### config.mk
export PLATFORM = sky130hd
export DESIGN_NAME = design_04_arb_flat
export DESIGN_NICKNAME = d
export VERILOG_FILES = /design/src/rtl/design_04_arb_pkg.sv /design/src/rtl/design_04_arb_if.sv /design/src/rtl/design_04_rr_pick.sv /design/src/rtl/design_04_arb.sv /design/src/flat_wrapper.sv
export SDC_FILE = /design/constraint.sdc
export NUM_CORES = 1
export LEC_CHECK = 0
export ABC_AREA = 1
export CORE_UTILIZATION = 41
export DETAILED_ROUTE_END_ITERATION = 10
export PLACE_DENSITY_LB_ADDON = 0.2
export SLEW_MARGIN = 15
export SYNTH_ARGS = -nofsm -noshare
export SYNTH_HDL_FRONTEND = slang
export SYNTH_SLANG_ARGS = --single-unit
### constraint.sdc
create_clock -name clk -period 2.7 [get_ports clk]
set_input_delay 0.27 -clock clk [delete_from_list [all_inputs] [get_ports clk]]
set_output_delay 0.27 -clock clk [all_outputs]
set_load 0.03 [all_outputs]
### src/rtl/design_04_arb_pkg.sv
// Shared types and default widths for the design_04 round-robin arbiter/sequencer.
// The optional WAIT watchdog is enabled by defining DESIGN_04_ARB_TIMEOUT_EN.
package design_04_arb_pkg;

  localparam int DEF_W       = 20;
  localparam int DEF_N       = 4;
  localparam int DEF_TIMEOUT = 64;

  typedef enum logic [1:0] {
    IDLE  = 2'd0,
    ISSUE = 2'd1,
    WAIT  = 2'd2,
    RESP  = 2'd3
  } arb_state_e;

endpackage

### src/rtl/design_04_arb_if.sv
// Requester, datapath and response signals of the design_04 arbiter in one bundle.
// The slave modport is the arbiter side; the master modport is the fabric/datapath side.
interface design_04_arb_if #(
  parameter int W   = design_04_arb_pkg::DEF_W,
  parameter int N   = design_04_arb_pkg::DEF_N,
  parameter int IDW = $clog2(N)
);

  logic [N-1:0]   req_valid;
  logic [N*W-1:0] req_a;
  logic [N*W-1:0] req_b;
  logic [N-1:0]   req_ready;
  logic           dp_start;
  logic [W-1:0]   dp_a;
  logic [W-1:0]   dp_b;
  logic           dp_valid;
  logic [W-1:0]   dp_y;
  logic           resp_valid;
  logic           resp_ready;
  logic [W-1:0]   resp_y;
  logic [IDW-1:0] resp_id;
  logic           resp_err;

  modport master (
    output req_valid, req_a, req_b, dp_valid, dp_y, resp_ready,
    input  req_ready, dp_start, dp_a, dp_b, resp_valid, resp_y, resp_id, resp_err
  );

  modport slave (
    input  req_valid, req_a, req_b, dp_valid, dp_y, resp_ready,
    output req_ready, dp_start, dp_a, dp_b, resp_valid, resp_y, resp_id, resp_err
  );

endinterface

### src/rtl/design_04_rr_pick.sv
// Combinational round-robin picker: first asserted request at or after ptr, wrapping mod N.
module design_04_rr_pick
  import design_04_arb_pkg::*;
#(
  parameter int N   = DEF_N,
  parameter int IDW = $clog2(N)
) (
  input  logic [N-1:0]   req,
  input  logic [IDW-1:0] ptr,
  output logic [N-1:0]   grant_oh,
  output logic [IDW-1:0] grant_idx,
  output logic           any
);

  logic [IDW-1:0] idx;

  always_comb begin
    grant_oh  = '0;
    grant_idx = '0;
    any       = 1'b0;
    idx       = '0;
    for (int i = 0; i < N; i++) begin
      idx = IDW'((int'(ptr) + i) % N);
      if (!any && req[idx]) begin
        any           = 1'b1;
        grant_idx     = idx;
        grant_oh[idx] = 1'b1;
      end
    end
  end

endmodule

### src/rtl/design_04_arb.sv
// Round-robin arbiter/sequencer sharing one design_04 datapath between N requesters.
// Define DESIGN_04_ARB_TIMEOUT_EN to add a WAIT watchdog that returns resp_err=1 after TIMEOUT cycles.
module design_04_arb
  import design_04_arb_pkg::*;
#(
  parameter int W       = DEF_W,
  parameter int N       = DEF_N,
  parameter int IDW     = $clog2(N),
  parameter int TIMEOUT = DEF_TIMEOUT
) (
  input logic           clk,
  input logic           rst,
  design_04_arb_if.slave bus
);

  if (N < 2 || N > 8 || TIMEOUT < 2) begin : g_bad_param
    $error("design_04_arb: N must be 2..8 and TIMEOUT at least 2");
  end

  arb_state_e     state;
  logic [IDW-1:0] ptr;
  logic [IDW-1:0] g_q;
  logic [W-1:0]   dp_a_q;
  logic [W-1:0]   dp_b_q;
  logic           dp_start_q;
  logic           resp_valid_q;
  logic [W-1:0]   resp_y_q;
  logic [IDW-1:0] resp_id_q;

  logic [N-1:0]   grant_oh;
  logic [IDW-1:0] grant_idx;
  logic           any_req;
  logic [IDW-1:0] ptr_next;

  logic [W-1:0]   a_arr [N];
  logic [W-1:0]   b_arr [N];

`ifdef DESIGN_04_ARB_TIMEOUT_EN
  localparam int CW = $clog2(TIMEOUT) + 1;
  logic [CW-1:0]  wait_cnt;
  logic           resp_err_q;
`endif

  for (genvar i = 0; i < N; i++) begin : g_slice
    assign a_arr[i] = bus.req_a[i*W +: W];
    assign b_arr[i] = bus.req_b[i*W +: W];
  end

  design_04_rr_pick #(
    .N   (N),
    .IDW (IDW)
  ) u_pick (
    .req       (bus.req_valid),
    .ptr       (ptr),
    .grant_oh  (grant_oh),
    .grant_idx (grant_idx),
    .any       (any_req)
  );

  // Next search starts just past the requester that was last served.
  assign ptr_next = (g_q == IDW'(N - 1)) ? '0 : g_q + 1'b1;

  always_ff @(posedge clk or posedge rst) begin
    if (rst) begin
      state        <= IDLE;
      ptr          <= '0;
      g_q          <= '0;
      dp_a_q       <= '0;
      dp_b_q       <= '0;
      dp_start_q   <= 1'b0;
      resp_valid_q <= 1'b0;
      resp_y_q     <= '0;
      resp_id_q    <= '0;
`ifdef DESIGN_04_ARB_TIMEOUT_EN
      wait_cnt     <= '0;
      resp_err_q   <= 1'b0;
`endif
    end else begin
      case (state)
        IDLE: begin
          if (any_req) begin
            dp_a_q     <= a_arr[grant_idx];
            dp_b_q     <= b_arr[grant_idx];
            g_q        <= grant_idx;
            dp_start_q <= 1'b1;
            state      <= ISSUE;
          end
        end
        ISSUE: begin
          dp_start_q <= 1'b0;
`ifdef DESIGN_04_ARB_TIMEOUT_EN
          wait_cnt   <= '0;
`endif
          state      <= WAIT;
        end
        WAIT: begin
          if (bus.dp_valid) begin
            resp_y_q     <= bus.dp_y;
            resp_id_q    <= g_q;
            resp_valid_q <= 1'b1;
`ifdef DESIGN_04_ARB_TIMEOUT_EN
            resp_err_q   <= 1'b0;
`endif
            state        <= RESP;
          end
`ifdef DESIGN_04_ARB_TIMEOUT_EN
          else if (wait_cnt == CW'(TIMEOUT - 1)) begin
            resp_y_q     <= '0;
            resp_id_q    <= g_q;
            resp_valid_q <= 1'b1;
            resp_err_q   <= 1'b1;
            state        <= RESP;
          end else begin
            wait_cnt <= wait_cnt + 1'b1;
          end
`endif
        end
        RESP: begin
          if (bus.resp_ready) begin
            resp_valid_q <= 1'b0;
            ptr          <= ptr_next;
            state        <= IDLE;
          end
        end
        default: state <= IDLE;
      endcase
    end
  end

  // Accept strobe is only offered while idle, so a grant coincides with capture.
  assign bus.req_ready  = (state == IDLE) ? grant_oh : '0;
  assign bus.dp_start   = dp_start_q;
  assign bus.dp_a       = dp_a_q;
  assign bus.dp_b       = dp_b_q;
  assign bus.resp_valid = resp_valid_q;
  assign bus.resp_y     = resp_y_q;
  assign bus.resp_id    = resp_id_q;
`ifdef DESIGN_04_ARB_TIMEOUT_EN
  assign bus.resp_err   = resp_err_q;
`else
  assign bus.resp_err   = 1'b0;
`endif

endmodule
### src/flat_wrapper.sv
// flat-port wrapper written by rule: the top's interface ports become plain ports
module design_04_arb_flat import design_04_arb_pkg::*;
#(
  parameter int W       = DEF_W,
  parameter int N       = DEF_N,
  parameter int IDW     = $clog2(N),
  parameter int TIMEOUT = DEF_TIMEOUT
)
  (clk, rst, bus_req_valid, bus_req_a, bus_req_b, bus_dp_valid, bus_dp_y, bus_resp_ready, bus_req_ready, bus_dp_start, bus_dp_a, bus_dp_b, bus_resp_valid, bus_resp_y, bus_resp_id, bus_resp_err);
  design_04_arb_if #(.W(W), .N(N), .IDW(IDW)) bus_i ();
  input logic clk;
  input logic rst;
  input wire logic [$bits(bus_i.req_valid)-1:0] bus_req_valid;
  input wire logic [$bits(bus_i.req_a)-1:0] bus_req_a;
  input wire logic [$bits(bus_i.req_b)-1:0] bus_req_b;
  input wire logic [$bits(bus_i.dp_valid)-1:0] bus_dp_valid;
  input wire logic [$bits(bus_i.dp_y)-1:0] bus_dp_y;
  input wire logic [$bits(bus_i.resp_ready)-1:0] bus_resp_ready;
  output wire logic [$bits(bus_i.req_ready)-1:0] bus_req_ready;
  output wire logic [$bits(bus_i.dp_start)-1:0] bus_dp_start;
  output wire logic [$bits(bus_i.dp_a)-1:0] bus_dp_a;
  output wire logic [$bits(bus_i.dp_b)-1:0] bus_dp_b;
  output wire logic [$bits(bus_i.resp_valid)-1:0] bus_resp_valid;
  output wire logic [$bits(bus_i.resp_y)-1:0] bus_resp_y;
  output wire logic [$bits(bus_i.resp_id)-1:0] bus_resp_id;
  output wire logic [$bits(bus_i.resp_err)-1:0] bus_resp_err;
  assign bus_i.req_valid = bus_req_valid;
  assign bus_i.req_a = bus_req_a;
  assign bus_i.req_b = bus_req_b;
  assign bus_i.dp_valid = bus_dp_valid;
  assign bus_i.dp_y = bus_dp_y;
  assign bus_i.resp_ready = bus_resp_ready;
  assign bus_req_ready = bus_i.req_ready;
  assign bus_dp_start = bus_i.dp_start;
  assign bus_dp_a = bus_i.dp_a;
  assign bus_dp_b = bus_i.dp_b;
  assign bus_resp_valid = bus_i.resp_valid;
  assign bus_resp_y = bus_i.resp_y;
  assign bus_resp_id = bus_i.resp_id;
  assign bus_resp_err = bus_i.resp_err;
  design_04_arb #(.W(W), .N(N), .IDW(IDW), .TIMEOUT(TIMEOUT)) u_core (.clk(clk), .rst(rst), .bus(bus_i));
endmodule
==> flow_results.org <==
** Logic synthesis
- Fraction of synthesized cell area taken by the top area cell type :: a little over a third
- Counting every net in the synthesized netlist gives 918.
- Seq/Total Area, Yosys :: 35.2%
- Counting every instance in the synthesized netlist gives between 700 and 800.
- After synthesis, the most frequently instantiated cells are sky130_fd_sc_hd__nand2_1 (244), sky130_fd_sc_hd__nand3_1 (128), sky130_fd_sc_hd__inv_1 (121).
- Post-synth EDFFs :: 0
- A synthesized cell averages roughly 6.9 µm².
- Register bit total from synthesis :: 70
- After synthesis, the cell types taking the most area are sky130_fd_sc_hd__dfrtp_1 (35%), sky130_fd_sc_hd__nand2_1 (18%), sky130_fd_sc_hd__nand3_1 (13%).
- Cell taking the most area after synthesis :: sky130_fd_sc_hd__dfrtp_1
- Most frequent cell after synthesis :: sky130_fd_sc_hd__nand2_1
- The number of different library cells used by synthesis comes to 33.
- Area of the mapped netlist :: 0.00497 mm²
- The most used flip-flop cell after synthesis is sky130_fd_sc_hd__dfrtp_1.
- Asr flop ratio synth :: 100%
- Yosys synthesis warning count :: 0

** Cells and area
- Fill cells in the final layout number 1019.
- In the final layout, the share of cells above drive strength 1 is under 10%.
- From synthesis to final layout, the design area changed by 59.8%.
- The net count of the finished layout is 1165.
- Antenna fix cells :: 0
- Cells fill between 60 and 70% of the core in the end.

** Run status
- The run finished, with violations left.
- Violated checks :: design-rule violations

** Clock tree
- The tree is rooted in a sky130_fd_sc_hd__clkbuf_16.
- The number of clock buffers added by TritonCTS is 9.
- TritonCTS clock tree :: done
- Clock-pin slew was measured on the worst setup and hold paths at 0.05 ns.
- Worst skew pair latency :: ~0.33 ns
- Buffer depth of the longest clock path :: 2
- The clock net in this run drives a total of 70 sinks.
- Maximum level of the CTS H-tree :: 3

** Place
- The congestion estimate from routability-driven global placement came to 0.842.
- Number of buffers inserted by port buffering :: about 260
- The HPWL after detailed placement is 12.0 mm.

** Timing
- Maximum clock frequency :: roughly 400 MHz
- Unrepaired setup endpoints after global routing :: false
- For the final routed database, the setup TNS stands at 0 ns.
- Final count of negative-setup-slack endpoints :: 0
- Slew at the pin closest to its max-slew limit :: between 0.5 and 0.6 ns
- Final worst path period share :: 92.4%
- The final number of max-transition violations came to 0.
- Across the routed clock network, the largest skew measured is approximately 0.0056 ns.
- Subtracting the final worst setup slack from the clock period gives 2.49 ns.
- The worst pin sits at a relative slew slack of between 60% and 70%.
- Number of endpoints with negative hold slack in the final report :: 0

** Die
- Measured along the x axis, the die boundary spans 112 µm.
- Once the floorplan was initialized, standard cells occupied a little over two fifths of the core.
- Rows :: 39
- After floorplanning, the core was sized to cover ~0.012 mm².
- DIE AREA :: roughly 0.013 mm²
- Chip height :: ~110 µm
- Pin placement for this block handled between 200 and 300 I/O pins.

** Critical path
- CP peak stage delay :: ~0.41 ns
- Critical setup path kind :: reg2out
- Startpoint class of the critical path :: register
- Worst path arrival time :: ~2.2 ns
- Reg-to-Reg Start :: u_core.ptr[0]$_DFFE_PP0P_
- Crit. End Element :: primary output
- Walking the worst path, the cells encountered are inv_6 -> ha_1 -> inv_2 -> nand3_1 -> nand2_1 -> nand3_1 -> nor2_4 -> nand2_1 -> nand3_1 -> nand2_1 -> inv_1 -> buf_4.
- Data on the critical path is required at its endpoint by around 2.4 ns.
- Critical Path Fanout Max :: 11
- For this design, the slowest cell found on the critical path is sky130_fd_sc_hd__dfrtp_1.
- Critical path origin :: u_core.ptr[0]$_DFFE_PP0P_

** Drt
- Residual antenna-violating net count after detailed routing :: 0
- Detailed Routing Iterations Pass 1 :: 8
- In the final routed layout, each cell accounts on average for ~14 µm.
- Via-per-instance ratio :: 4.81
- Across all layers, the routed design uses 5348 vias.
- For this run, design rule violations remaining after detail routing come to 15.
- Initial detailed-routing violation count :: around 420
- The final layout contains routed wiring with a total length of 16.0 mm.

** Power
- Summed over all cells, the static leakage comes to between 3 and 4 nW.
- VDD sags by at most 1.08 mV.
- In this run the power density over the cells is approximately 1300 mW/mm².

** Global route
- Overall overflow remaining after global route :: 0
- The first global-routing pass estimated roughly 26 mm of wire.
- Entering global routing, the biggest net connects between 80 and 90 pins.
- Total global-route track usage :: about 26%
- Antenna violations before repair :: 0
- Via count of the first global-routing pass :: between 5000 and 6000

** Hold path
- The min-delay analysis places its worst path in the category in2async.

** Job
- Max-cap violations in this run came to 0.
[cells in the final DEF, fill, tap and decap left out]
cell type / count
sky130_fd_sc_hd__nand3_1: 127
sky130_fd_sc_hd__clkbuf_16: 9
sky130_fd_sc_hd__conb_1: 1
sky130_fd_sc_hd__ha_1: 12
sky130_fd_sc_hd__o22ai_1: 1
sky130_fd_sc_hd__a21boi_1: 1
sky130_fd_sc_hd__nor2_8: 2
sky130_fd_sc_hd__clkbuf_1: 3
sky130_fd_sc_hd__a22oi_1: 3
sky130_fd_sc_hd__nand2_4: 2
sky130_fd_sc_hd__nand3_2: 3
sky130_fd_sc_hd__nand2_1: 244
sky130_fd_sc_hd__inv_6: 1
sky130_fd_sc_hd__or2_1: 18
sky130_fd_sc_hd__nand4_1: 3
sky130_fd_sc_hd__a21oi_1: 3
sky130_fd_sc_hd__buf_4: 18
sky130_fd_sc_hd__inv_2: 3
sky130_fd_sc_hd__mux2_2: 20
sky130_fd_sc_hd__clkdlybuf4s50_1: 251
sky130_fd_sc_hd__clkinv_2: 2
sky130_fd_sc_hd__o211ai_1: 12
sky130_fd_sc_hd__clkinv_1: 1
sky130_fd_sc_hd__nand3_4: 2
sky130_fd_sc_hd__nor2_4: 5
sky130_fd_sc_hd__nand2_2: 7
sky130_fd_sc_hd__nor2_1: 3
sky130_fd_sc_hd__o31ai_1: 1
sky130_fd_sc_hd__dfrtp_1: 70
sky130_fd_sc_hd__or2_2: 8
sky130_fd_sc_hd__bufinv_16: 1
sky130_fd_sc_hd__o21ai_1: 1
sky130_fd_sc_hd__o21ai_0: 9
sky130_fd_sc_hd__clkinvlp_4: 1
sky130_fd_sc_hd__inv_1: 119
sky130_fd_sc_hd__buf_12: 3
[final cells by class]
| class | instances | area, µm² | share of cell area (%) |
|---|---|---|---|
| Inverter | 124 | 470 | 5.92 |
| Multi-Input combinational cell | 488 | 2550 | 32.1 |
| Sequential cell | 70 | 1750 | 22.1 |
| Timing Repair Buffer | 272 | 2710 | 34.1 |
| Tap cell | 143 | 179 | 2.25 |
| Clock buffer | 12 | 236 | 2.98 |
| Clock inverter | 4 | 47.5 | 0.599 |
[final timing paths]
check,end,slack [ns],cells after the start
min in group clk,u_core.bus.dp_a[14]$_DFFE_PP0P_,0.48,2
max in group asynchronous,u_core.bus.resp_y[3]$_DFFE_PP0P_,1.78,3
min reg2reg,u_core.bus.dp_a[14]$_DFFE_PP0P_,0.48,2
max reg2reg,u_core.bus.dp_b[14]$_DFFE_PP0P_,0.23,14
min,u_core.bus.resp_y[15]$_DFFE_PP0P_,0.32,2
max,bus_req_ready[2],0.21,12
[flip-flops by register name, summed over array words and instances (netlist names)]
signal and count:
u_core.bus.dp_b 20, u_core.bus.resp_id 2, u_core.bus.dp_a 20, u_core.state 2, u_core.bus.dp_start 1, u_core.bus.resp_y 20
u_core.ptr 2, u_core.g_q 2, u_core.bus.resp_valid 1
[logic make-up (layout without fill, tap and decap cells)]
kind of cell	Yosys count	count (layout)	share of synthesized area, %
other	1	1	0.0754
adder cells (fa/ha/maj)	12	12	3.02
buffers and inverters	160	412	13.7
AND/OR/NAND/NOR	424	424	39.4
AO/OA/AOI/OAI	31	31	4.00
flip-flops	70	70	35.2
multiplexers	20	20	4.53
[through the flow]
stage | hold slack (ns) | cell area (µm²) | std cells | total power, mW | setup WS (ns)
after floorplan | 0.421 | 4970 | 718 | 7.02 | 0.397
after global placement | 0.463 | 7650 | 1096 | 9.11 | 0.349
after detailed placement | 0.468 | 7650 | 1096 | 9.23 | 0.266
after CTS | 0.326 | 7940 | 1112 | 10.4 | 0.120
after global routing | 0.387 | 7940 | 1113 | 11.3 | 0.00229
final | 0.316 | 7940 | 1113 | 10.4 | 0.206
[report_power, final]
group / switching [mW] / leakage [nW] / total [mW] / internal [mW]
Clock: 0.440 / 0.137 / 1.15 / 0.713
Combinational: 4.50 / 3.01 / 7.32 / 2.81
Sequential: 0.304 / 0.849 / 1.92 / 1.61
Total: 5.25 / 4.00 / 10.4 / 5.14
[worst max-delay path: cells and delay by family, from the launching register on]
kind                     cells  cell delay, ns
adder cells (fa/ha/maj)      1            0.38
buffers and inverters        4            0.42
flip-flops                   1            0.41
AND/OR/NAND/NOR              7            0.71
[routing by layer]
layer / GRT usage (%) / up-vias / part of all wire (%)
met3: 6.64 / 21 / 8.7
met4: 8.62 / 0 / 2.1
met2: 45.3 / 213 / 49
met1: 31.0 / 2399 / 40
li1: - / 2715 / -
met5: 0 / - / 0
[repair_timing]
action	4_1_cts	5_1_grt
buffers inserted	0	1
setup endpoints to repair	0	4
resized for setup	0	1
hold buffers	0	0
No activity file was read; power rests on OpenSTA's default activity.
